===== config.mk =====
export PLATFORM = sky130hd
export DESIGN_NAME = seg_scan
export DESIGN_NICKNAME = d
export VERILOG_FILES = /design/src/rtl/seg_scan.sv
export SDC_FILE = /design/constraint.sdc
export NUM_CORES = 1
export LEC_CHECK = 0
export BUFFER_PORTS_ARGS = -buffer_cell sky130_fd_sc_hd__buf_4
export CAP_MARGIN = 20
export CORE_ASPECT_RATIO = 1.5
export CORE_UTILIZATION = 35
export DETAILED_ROUTE_END_ITERATION = 8
export SYNTH_ARGS = -nofsm -noshare
export SYNTH_HDL_FRONTEND = slang
export SYNTH_SLANG_ARGS = --single-unit
export TNS_END_PERCENT = 20

===== constraint.sdc =====
create_clock -name clk -period 1.75 [get_ports clk]
set_input_delay 0 -clock clk [delete_from_list [all_inputs] [get_ports clk]]
set_output_delay 0 -clock clk [all_outputs]
set_load 0.02 [all_outputs]

===== src/rtl/seg_scan.sv =====
// seg_scan: multiplexed 7-segment scan driver, dead-time gaps between digits, loads applied only at frame boundaries.
// All outputs registered, no backpressure; define SEG_LZ_BLANK_EN to blank leading-zero digits.
module seg_scan #(
  parameter int CLK_DIV     = 50000,
  parameter int DEAD_CYCLES = 2,
  parameter int DIGITS      = 4
) (
  input  logic                  clk,
  input  logic                  rst_n,
  input  logic [4*DIGITS-1:0]   value,
  input  logic                  load,
  input  logic [DIGITS-1:0]     dp,
  output logic [3:0]            nibble,
  output logic [DIGITS-1:0]     an,
  output logic                  dp_n,
  output logic                  pending,
  output logic                  frame_done
);

  localparam int PW = $clog2(CLK_DIV);
  localparam int GW = (DEAD_CYCLES > 1) ? $clog2(DEAD_CYCLES) : 1;
  localparam int IW = (DIGITS > 1) ? $clog2(DIGITS) : 1;

  localparam logic [PW-1:0] PRE_LAST = PW'(CLK_DIV - 1);
  localparam logic [GW-1:0] GAP_LAST = GW'((DEAD_CYCLES > 0) ? DEAD_CYCLES - 1 : 0);
  localparam logic [IW-1:0] IDX_LAST = IW'(DIGITS - 1);

  localparam logic [0:0] S_GAP  = 1'b0;
  localparam logic [0:0] S_SHOW = 1'b1;

  logic [0:0]          state;
  logic [PW-1:0]       pre_cnt;
  logic [GW-1:0]       gap_cnt;
  logic [IW-1:0]       idx;
  logic [4*DIGITS-1:0] display;
  logic [4*DIGITS-1:0] shadow;
  logic [DIGITS-1:0]   dp_display;
  logic [DIGITS-1:0]   dp_shadow;

  logic                show_end;
  logic                gap_end;
  logic                enter_show;
  logic                boundary;
  logic [IW-1:0]       idx_next;
  logic [4*DIGITS-1:0] disp_eff;
  logic [DIGITS-1:0]   dp_eff;
  logic [3:0]          nib_next;
  logic                dp_next;
  logic                lit_next;

  always_comb begin
    show_end   = (state == S_SHOW) && (pre_cnt == PRE_LAST);
    gap_end    = (state == S_GAP) && ((DEAD_CYCLES == 0) || (gap_cnt == GAP_LAST));
    enter_show = gap_end || (show_end && (DEAD_CYCLES == 0));
    idx_next   = (idx == IDX_LAST) ? '0 : idx + IW'(1);
    boundary   = enter_show && (idx_next == '0);
    // The frame being entered shows the pending value from its very first digit.
    disp_eff   = (boundary && pending) ? shadow : display;
    dp_eff     = (boundary && pending) ? dp_shadow : dp_display;
    nib_next   = disp_eff[4*idx_next +: 4];
    dp_next    = dp_eff[idx_next];
`ifdef SEG_LZ_BLANK_EN
    lit_next   = (idx_next == '0) || ((disp_eff >> (4*idx_next)) != '0);
`else
    lit_next   = 1'b1;
`endif
  end

  always_ff @(posedge clk) begin
    if (!rst_n) begin
      state      <= S_GAP;
      pre_cnt    <= '0;
      gap_cnt    <= '0;
      idx        <= IDX_LAST;
      display    <= '0;
      shadow     <= '0;
      dp_display <= '0;
      dp_shadow  <= '0;
      nibble     <= '0;
      an         <= '1;
      dp_n       <= 1'b1;
      pending    <= 1'b0;
      frame_done <= 1'b0;
    end else begin
      frame_done <= boundary;
      if (boundary && pending) begin
        display    <= shadow;
        dp_display <= dp_shadow;
      end
      if (load) begin
        shadow    <= value;
        dp_shadow <= dp;
      end
      // A load on the boundary edge re-arms pending for the next frame.
      pending <= load | (pending & ~boundary);

      if (enter_show) begin
        state   <= S_SHOW;
        pre_cnt <= '0;
        idx     <= idx_next;
        nibble  <= nib_next;
        dp_n    <= ~(dp_next & lit_next);
        an      <= lit_next ? ~(DIGITS'(1) << idx_next) : '1;
      end else if (show_end) begin
        state   <= S_GAP;
        gap_cnt <= '0;
        an      <= '1;
      end else if (state == S_SHOW) begin
        pre_cnt <= pre_cnt + PW'(1);
      end else begin
        gap_cnt <= gap_cnt + GW'(1);
      end
    end
  end

endmodule

== After elaboration in Yosys (flattened, before gate mapping) ==
Index checks and enable logic that the tools add are counted.

* Register bits after elaboration: 71
* Output and inout bits: 11

* Reductions and logical operators: 9
* Mux-type cells: 11
* $add $sub $neg: 3
* Bitwise gates (word level): 9
* Eq/ne operators: 3
* Shift-type cells: 2
* Magnitude comparators: 1

{| class="wikitable"
|+ Operators with widths
! cell !! number
|-
| 16-bit by 1-bit adder with 16-bit output (second input constant) || 1
|-
| 16-bit equality test (second input constant) || 1
|-
| 16-bit two-way mux || 1
|-
| 16-bit by 5-bit indexed part select with 4-bit output || 1
|-
| 4-bit two-way mux || 3
|-
| 1-bit NOT || 6
|-
| 1-bit two-way mux || 5
|-
| 1-bit logical AND || 4
|-
| 4-bit NOT || 1
|-
| 2-bit AND reduction || 2
|-
| 1-bit by 2-bit << shifter with 4-bit output (first input constant) || 1
|-
| 2-bit by 3-bit less-than comparator with 1-bit output (second input constant) || 1
|-
| 2-bit by 1-bit adder with 2-bit output (second input constant) || 1
|-
| 1-bit binary-select mux with 2-bit select || 1
|-
| 2-bit equality test (second input constant) || 1
|-
| 2-bit zero test || 1
|-
| 2-bit two-way mux || 1
|-
| 2-bit by 1-bit != test with 1-bit output (second input constant) || 1
|-
| 2-bit nonzero test || 1
|-
| 2-bit OR reduction || 1
|-
| 1-bit adder (second input constant) || 1
|-
| 1-bit AND || 1
|-
| 1-bit bitwise OR || 1
|}

== Logic depth before layout (Yosys ltp) ==
Gate-level depths: netlist of run 1.

* Depth in word-level cells: 9
* Gate-level depth with buffers: 7
* Depth with buffers taken out: 5

== Worst setup path before layout of run 1 ==
Ideal clock, no wire load.

* Kind: reg-to-reg
* From: reg idx[0]
* To: reg dp_n
* Setup slack: -110 ps
* Period minus slack after synthesis: 1860 ps
* Cell stages (with the launch flop): 8
* Library setup time: 136 ps
* Data arrival time: 1724 ps
* Required time: 1614 ps
* Buffers on the path: 2
* Cell sequence: dfxtp_1 -> inv_1 -> ha_1 -> clkbuf_1 -> clkbuf_1 -> nand3_1 -> a32oi_1 -> o211ai_1

* Longest elaborated chain between the ends: 9

{| class="wikitable"
|+ RTL lines
! item !! line !! text
|-
| start: declaration || 34 || <nowiki>logic [IW-1:0] idx;</nowiki>
|-
| start signal: assignment || 100 || <nowiki>idx <= idx_next;</nowiki>
|-
| 2-bit by 1-bit adder with 2-bit output or 2-bit equality test (tied branches) || 55 || <nowiki>idx_next = (idx == IDX_LAST) ? '0 : idx + IW'(1);</nowiki>
|-
| 2-bit two-way mux (*) || 55 ||
|-
| via idx_next[1] || 44 || <nowiki>logic [IW-1:0] idx_next;</nowiki>
|-
| 2-bit zero test || 56 || <nowiki>boundary = enter_show && (idx_next == '0);</nowiki>
|-
| 1-bit logical AND || 56 ||
|-
| 1-bit logical AND || 59 || <nowiki>dp_eff = (boundary && pending) ? dp_shadow : dp_display;</nowiki>
|-
| 4-bit two-way mux || -- ||
|-
| 1-bit binary-select mux with 2-bit select (*) || 61 || <nowiki>dp_next = dp_eff[idx_next];</nowiki>
|-
| 1-bit two-way mux (implied by the code) (*) || 61 ||
|-
| 1-bit NOT (*) || 102 || <nowiki>dp_n <= ~(dp_next & lit_next);</nowiki>
|-
| end signal: assignment || 102 ||
|-
| end: declaration || 15 || <nowiki>output logic dp_n,</nowiki>
|}

Mark *: on every way through the listed nets, which the timed path passes. The rest lies on a longest branch. The select of a mux whose other input is x is not followed.
A chain may end at the register's enable or synchronous reset.

== Worst setup path in the final report of run 1 ==
* From: reg idx[1]
* To: reg nibble[3]

* Longest elaborated chain between the ends: 7

{| class="wikitable"
|+ RTL lines
! item !! line !! text
|-
| 2-bit by 1-bit adder with 2-bit output or 2-bit equality test (tied branches) || 55 ||
|-
| 2-bit two-way mux (*) || 55 ||
|-
| 2-bit zero test || 56 ||
|-
| 1-bit logical AND || 56 ||
|-
| 1-bit logical AND || 58 || <nowiki>disp_eff = (boundary && pending) ? shadow : display;</nowiki>
|-
| 16-bit two-way mux || -- ||
|-
| 16-bit by 5-bit indexed part select with 4-bit output (*) || 60 || <nowiki>nib_next = disp_eff[4*idx_next +: 4];</nowiki>
|-
| end signal: assignment || 101 || <nowiki>nibble <= nib_next;</nowiki>
|-
| end: declaration || 13 || <nowiki>output logic [3:0] nibble,</nowiki>
|}

Every way passes the cells marked *; elsewhere a longest branch is shown, timed or not.

==> results of run 1 <==
[layer usage]
metal / wire length [um] / part of all wire (%) / vias up
met3: 177 / 2.7 / 12
met1: 2840 / 43 / 1140
met2: 3520 / 53 / 33
li1: - / - / 1250
met4: 132 / 2.0 / 0
met5: 0 / 0 / -
[flip-flops by register name, summed over array words and instances (netlist names), 2 cells and up]
signal      cells
an              4
display        16
dp_display      4
dp_shadow       4
idx             2
nibble          4
pre_cnt        16
shadow         16
[final timing paths]
kind                endpoint  slack (ns)  cells after the start
hold / removal        idx[0]        0.03                      2
setup / recovery   nibble[3]        0.06                      6
setup reg to reg   nibble[3]        0.06                      6
hold reg to reg   display[6]        0.46                      2
[power breakdown]
part / switching, uW / internal (uW)
Combinational: 244 / 263
Clock: 634 / 1270
Sequential: 53.4 / 1690
[worst max-delay path: cells and delay by family, from the launching register on]
| kind | cells | cell delay [ns] |
|---|---|---|
| DFF | 1 | 0.38 |
| and+or+nand+nor | 2 | 0.28 |
| AOI/OAI and AO/OA | 1 | 0.25 |
| muxes | 1 | 0.24 |
| adders and majority gates | 1 | 0.22 |
| buffers and inverters | 1 | 0.20 |
[through the flow]
step / setup TNS [ns] / cell area (um^2) / utilization (%)
5_1_grt: -0.00439 / 4090 / 48.0
3_3_place_gp: 0 / 3540 / 41.6
3_5_place_dp: 0 / 3540 / 41.6
2_1_floorplan: 0 / 3130 / -
6_report: 0 / 4090 / 48.0
4_1_cts: 0 / 4060 / 47.7
[timing repair]
action                                  in CTS  in global routing
endpoints found under the setup margin       1                  9
hold buffers                                20                  0
buffers inserted                             0                  0
cloned                                       0                  0
hold endpoints to repair                    20                  0
resized for setup                            1                  8
[kinds of logic after synthesis]
logic type | share of synthesized area, %
xor gates and xnor gates | 1.97
and+or+nand+nor | 22.6
DFF | 45.6
buffers and inverters | 3.17
AOI/OAI and AO/OA | 11.9
muxes | 12.4
adders and majority gates | 2.41
[area by class of cell]
| type | instances | area (um^2) |
|---|---|---|
| tap | 107 | 134 |
| inverter | 4 | 15.0 |
| clock buffer | 11 | 243 |
| clock inverter | 4 | 70.1 |
| fill | 838 | 4430 |
| multi-input combinational | 230 | 1630 |
| timing repair buffer | 66 | 571 |
| sequential | 71 | 1420 |
[cells in the final DEF (no fill, tap or decap), types with 4 or more instances in the layout]
| cell | Yosys | final |
|---|---|---|
| inv_1 | 4 | 4 |
| a21boi_0 | 15 | 15 |
| nor2b_1 | 28 | 28 |
| o211ai_1 | 4 | 4 |
| mux2i_1 | 34 | 33 |
| dfxtp_1 | 71 | 70 |
| clkbuf_16 | 0 | 9 |
| a2bb2oi_1 | 4 | 4 |
| ha_1 | 6 | 4 |
| nor2_1 | 12 | 12 |
| o21ai_0 | 11 | 10 |
| xor2_1 | 7 | 7 |
| dlygate4sd3_1 | 0 | 20 |
| a21oi_1 | 7 | 7 |
| nand2_1 | 40 | 40 |
| nand3_1 | 15 | 15 |
| buf_4 | 0 | 44 |
==> results.md, run 1 <==
* Outcome: complete, no violations
* GRT Max-Usage Layer: met2
* Leading area contributor after synthesis: dfxtp_1
* RSZ-0062 raised after global routing: true
* Final setup margin at 0.0622 ns
* Reg clk slew, reported paths at about 0.05 ns
* Synth top area cells: dfxtp_1 46%, mux2i_1 11%, nor2b_1 5.6%, nand2_1 4.8%, a21boi_0 3.6%
* Vias after detailed routing at around 2400
* GPL Wtd Cong at between 0.8 and 0.9
* Crit path time final at between 1.5 and 2 ns
* Critical Path Source: idx[1]
* Worst-path cell chain: ha_1 > nand4b_1 > buf_12 > mux2i_2 > nand3_1 > a32o_1
* Core Area at roughly 8500 um^2
* TritonRoute pass-1 iters at 4
* Die area at 9290 um^2
* Net count after synthesis at between 300 and 400
* M2 GR Usage at between 20% and 30%
* Pre-CTS WS at around 0.0093 ns
* Met3 Resource Use GR at 3.95%
* ANT nets after route at 0
* First-pass GRT wire length at approximately 11000 um
* Primary FF master, synth: dfxtp_1
* Inst Count DP at about 460
* Worst path slowest cell: dfxtp_1
* IO Pins at 34
* Hold path start: rst_n
* Synth unique cells at 44
* Max-slew violation count at 0
* Worst EP required at roughly 2.0 ns
* Avg Cell Area, Syn at 9.62 um^2
* Slew @ Worst Pin at about 0.42 ns
* Ys Warns at 0
* Design Power at roughly 4200 uW
* Final hold slack at roughly 0.027 ns
* Gr usage total at 15.3%
* Vias in the first global route at between 2000 and 2500
* Setup CP Type: reg2reg
* Drt drc at 0
* CP max stage delay at between 0.3 and 0.4 ns
* Initial DRC Count at 54
* Pwr per Cell Area at 1020 nW/um^2
* Clock sink total at slightly above 70
* Worst setup SP type: register
* Clock Root Buffer: clkbuf_16
* Post-synth ARST share at 0%
* Hold WC Path Type: in2reg
* Yosys top cell area share at a little under half
* Worst-Skew Late Latency at around 0.33 ns
* Relative slew slack at a little under three quarters
* Part of the cycle the worst path needs at 96.4%
* Post-layout nets at 411
* Site Rows at between 40 and 50
* Final std cells w/o fill at about 490
* Worst r2r src: idx[1]
* Mapped Area at 3120 um^2
* H-tree levels at 3
* Peak VDD IR at around 0.00057 V
* Initial antenna violation count at 0
* DP Wirelength at 4710 um
* Most frequent cell after synthesis: dfxtp_1
* Leak Pwr at ~0.0017 uW
* Total CTS buffers at 9
* CTS tree: built
* Total grt overflow at 0
* Sequential-to-total area share from yosys stat at 45.6%
* Fin. Hold Viols at 0
* Crit end category: register
* Critical path arrival at between 1.5 and 2 ns
* EDFF count, synth at 0
* Area Overhead vs Synth at 31.1%
* IO buf count at 33
* #FFs+latches synth at 71
* Via-per-instance ratio at approximately 4.9
* Starting density of the core at a little over a third
* Max clock buf depth at 2
* Layout cells sized above 1 at 21.0%
* Antenna Cells at 0
* Ranking of synthesized cells by instance count: 71 x dfxtp_1, 40 x nand2_1, 34 x mux2i_1, 28 x nor2b_1
* Largest net degree at the start of global routing at 32
* Final setup vio count at 0
* Max Cap Viol at 0
* Clk_skew at approximately 0.0040 ns
* Die outline height at between 100 and 150 um
* Global-route met1 utilization at between 10% and 20%
* Highest clock rate at slightly below 600 MHz
* Highest net fanout along the worst path at 15
* Cells after synthesis at 324
* Routed WL at 6670 um
* Routed len/inst at about 14 um
* Die W at between 70 and 80 um
Note: power is estimated with default switching activity, not from simulation.
==> run 2: changes to the inputs <==
--- a/config.mk
+++ b/config.mk
@@ -10,6 +10,7 @@
 export CORE_ASPECT_RATIO = 1.5
 export CORE_UTILIZATION = 35
 export DETAILED_ROUTE_END_ITERATION = 8
+export RECOVER_POWER = 25
 export SYNTH_ARGS = -nofsm -noshare
 export SYNTH_HDL_FRONTEND = slang
 export SYNTH_SLANG_ARGS = --single-unit
==> results.md, run 2 (synthesis results as in run 1) <==
* Die outline height at 118 um (unchanged)
* Hold WC Path Type: in2reg
* Leading cell type in the layout, fill and taps excluded: dfxtp_1
* Commonest cells after routing, fill and taps aside: 70 x dfxtp_1, 40 x nand2_1, 35 x buf_4
* Highest net fanout along the worst path at 15 (unchanged)
* Part of the cycle the worst path needs at 96.5% (about the same)
* Vias after detailed routing at 2435 (unchanged)
* Clk_skew at 0.00442 ns (+0.000407 ns)
* Fin. Hold Viols at 0 (unchanged)
* IO Pins at 34 (unchanged)
* Worst path slowest cell: dfxtp_1
* Slew @ Worst Pin at 0.424 ns (unchanged)
* TritonRoute pass-1 iters at 4 (unchanged)
* ANT nets after route at 0 (unchanged)
* Clock Root Buffer: clkbuf_16
* Critical path arrival at 1.90 ns (about the same)
* Worst-Skew Late Latency at 0.33 ns (about the same)
* Worst EP required at 1.96 ns (about the same)
* DP Wirelength at 4710 um (unchanged)
* Routed WL at 6660 um (-0.11%)
* IO buf count at 33 (unchanged)
* Drt drc at 0 (unchanged)
* Area Overhead vs Synth at 31.1% (unchanged)
* Leak Pwr at 0.00166 uW (-0.11%)
* GPL Wtd Cong at 0.827 (unchanged)
* Post-CTS Setup Bufs at 0 (unchanged)
* Setup CP Type: reg2reg
* First-pass GRT wire length at 11100 um (unchanged)
* Highest clock rate at 592 MHz (about the same)
* Total CTS buffers at 9 (unchanged)
* Layout cells sized above 1 at 21.0% (unchanged)
* Gr usage total at 15.3% (unchanged)
* Crit path time final at 1.69 ns (+0.000335 ns)
* Max-slew violation count at 0 (unchanged)
* Worst-path cell chain: ha_1 > nand4b_1 > buf_12 > mux2i_2 > nand3_1 > a32o_1
* Vias in the first global route at 2407 (unchanged)
* Initial antenna violation count at 0 (unchanged)
* Top flop regs: display (16), pre_cnt (16), shadow (16)
* Setup TNS at 0 ns (unchanged)
* CTS tree: built
* Clock sink total at 71 (unchanged)
* Pwr per Cell Area at 1020 nW/um^2 (about the same)
* Post-layout nets at 411 (unchanged)
* Design Power at 4150 uW (about the same)
* H-tree levels at 3 (unchanged)
* Starting density of the core at 36.6% (unchanged)
* Max Cap Viol at 0 (unchanged)
* Max clock buf depth at 2 (unchanged)
* Initial DRC Count at 53 (-1.9%)
* CP Buf/Inv Count at 1 (unchanged)
* Crit end category: register
* Worst setup SP type: register
* Routed len/inst at 13.5 um (-0.11%)
* Antenna Cells at 0 (unchanged)
* Site Rows at 41 (unchanged)
* Peak VDD IR at 0.000571 V (about the same)
* Die area at 9290 um^2 (unchanged)
* Core Area at 8520 um^2 (unchanged)
* Crit path max-delay family: flip-flops
* Flop-to-flop setup slack at 0.06 ns (about the same)
* CP max stage delay at 0.38 ns (about the same)
* Die W at 79.1 um (unchanged)
* Relative slew slack at 71.3% (unchanged)
* Reg clk slew, reported paths at 0.05 ns (about the same)
* Final setup vio count at 0 (unchanged)
* Via-per-instance ratio at 4.94 (unchanged)
* Outcome: complete, no violations
* Largest net degree at the start of global routing at 32 (unchanged)
* RSZ-0062 raised after global routing: true
* Total grt overflow at 0 (unchanged)
## run 2: routing by layer
metal  vias up  global-route usage [%]  routed length [um]
met1      1137                    16.8                2840
met3        11                    3.95                 180
met2        37                    27.4                3510
li1       1250                       -                   -
met5         -                       0                   0
met4         0                    6.14                 128
## run 2: final timing paths
check / startpoint / endpoint / cells past startpoint
worst min register to register: display[6] / display[6] / 2
worst max register to register: idx[1] / nibble[3] / 6
worst min-delay path: rst_n / idx[0] / 2
worst max-delay path: idx[1] / nibble[3] / 6
## run 2: timing repair
item	CTS	global route
hold buffers	20	0
setup endpoints to repair	1	9
resized for setup	1	8
hold endpoints to repair	20	0
## run 2: through the flow
| step | worst slack (ns) | utilization, % | instances | hold slack, ns | cell area, um^2 |
|---|---|---|---|---|---|
| floorplan | 0.0546 | - | 324 | 0.169 | 3130 |
| global placement | 0.0542 | 41.6 | 458 | 0.256 | 3540 |
| detailed placement | 0.00934 | 41.6 | 458 | 0.264 | 3540 |
| CTS | 0.0173 | 47.7 | 493 | 0.0175 | 4060 |
| global route | -0.00439 | 48.0 | 493 | 0.0288 | 4090 |
| finish | 0.0619 | 48.0 | 493 | 0.0264 | 4090 |
## run 2: layout make-up
class | count | area (um^2)
clock inverters | 4 | 70.1
inverters | 4 | 15.0
fillers | 838 | 4430
flip-flops and latches | 71 | 1420
repair buffers | 66 | 571
multi-input cells | 230 | 1630
well taps | 107 | 134
clock buffers | 11 | 243
## run 2: report_power, final
| part | internal [uW] | switching (uW) |
|---|---|---|
| Clock | 1270 | 635 |
| Combinational | 262 | 244 |
| Sequential | 1680 | 53.5 |
## run 2: worst reg2reg max path, cell delays in order, from the launching register on
cell      delay [ns]
dfxtp_1         0.38
ha_1            0.22
nand4b_1        0.16
buf_12          0.20
mux2i_2         0.24
nand3_1         0.12
a32o_1          0.26
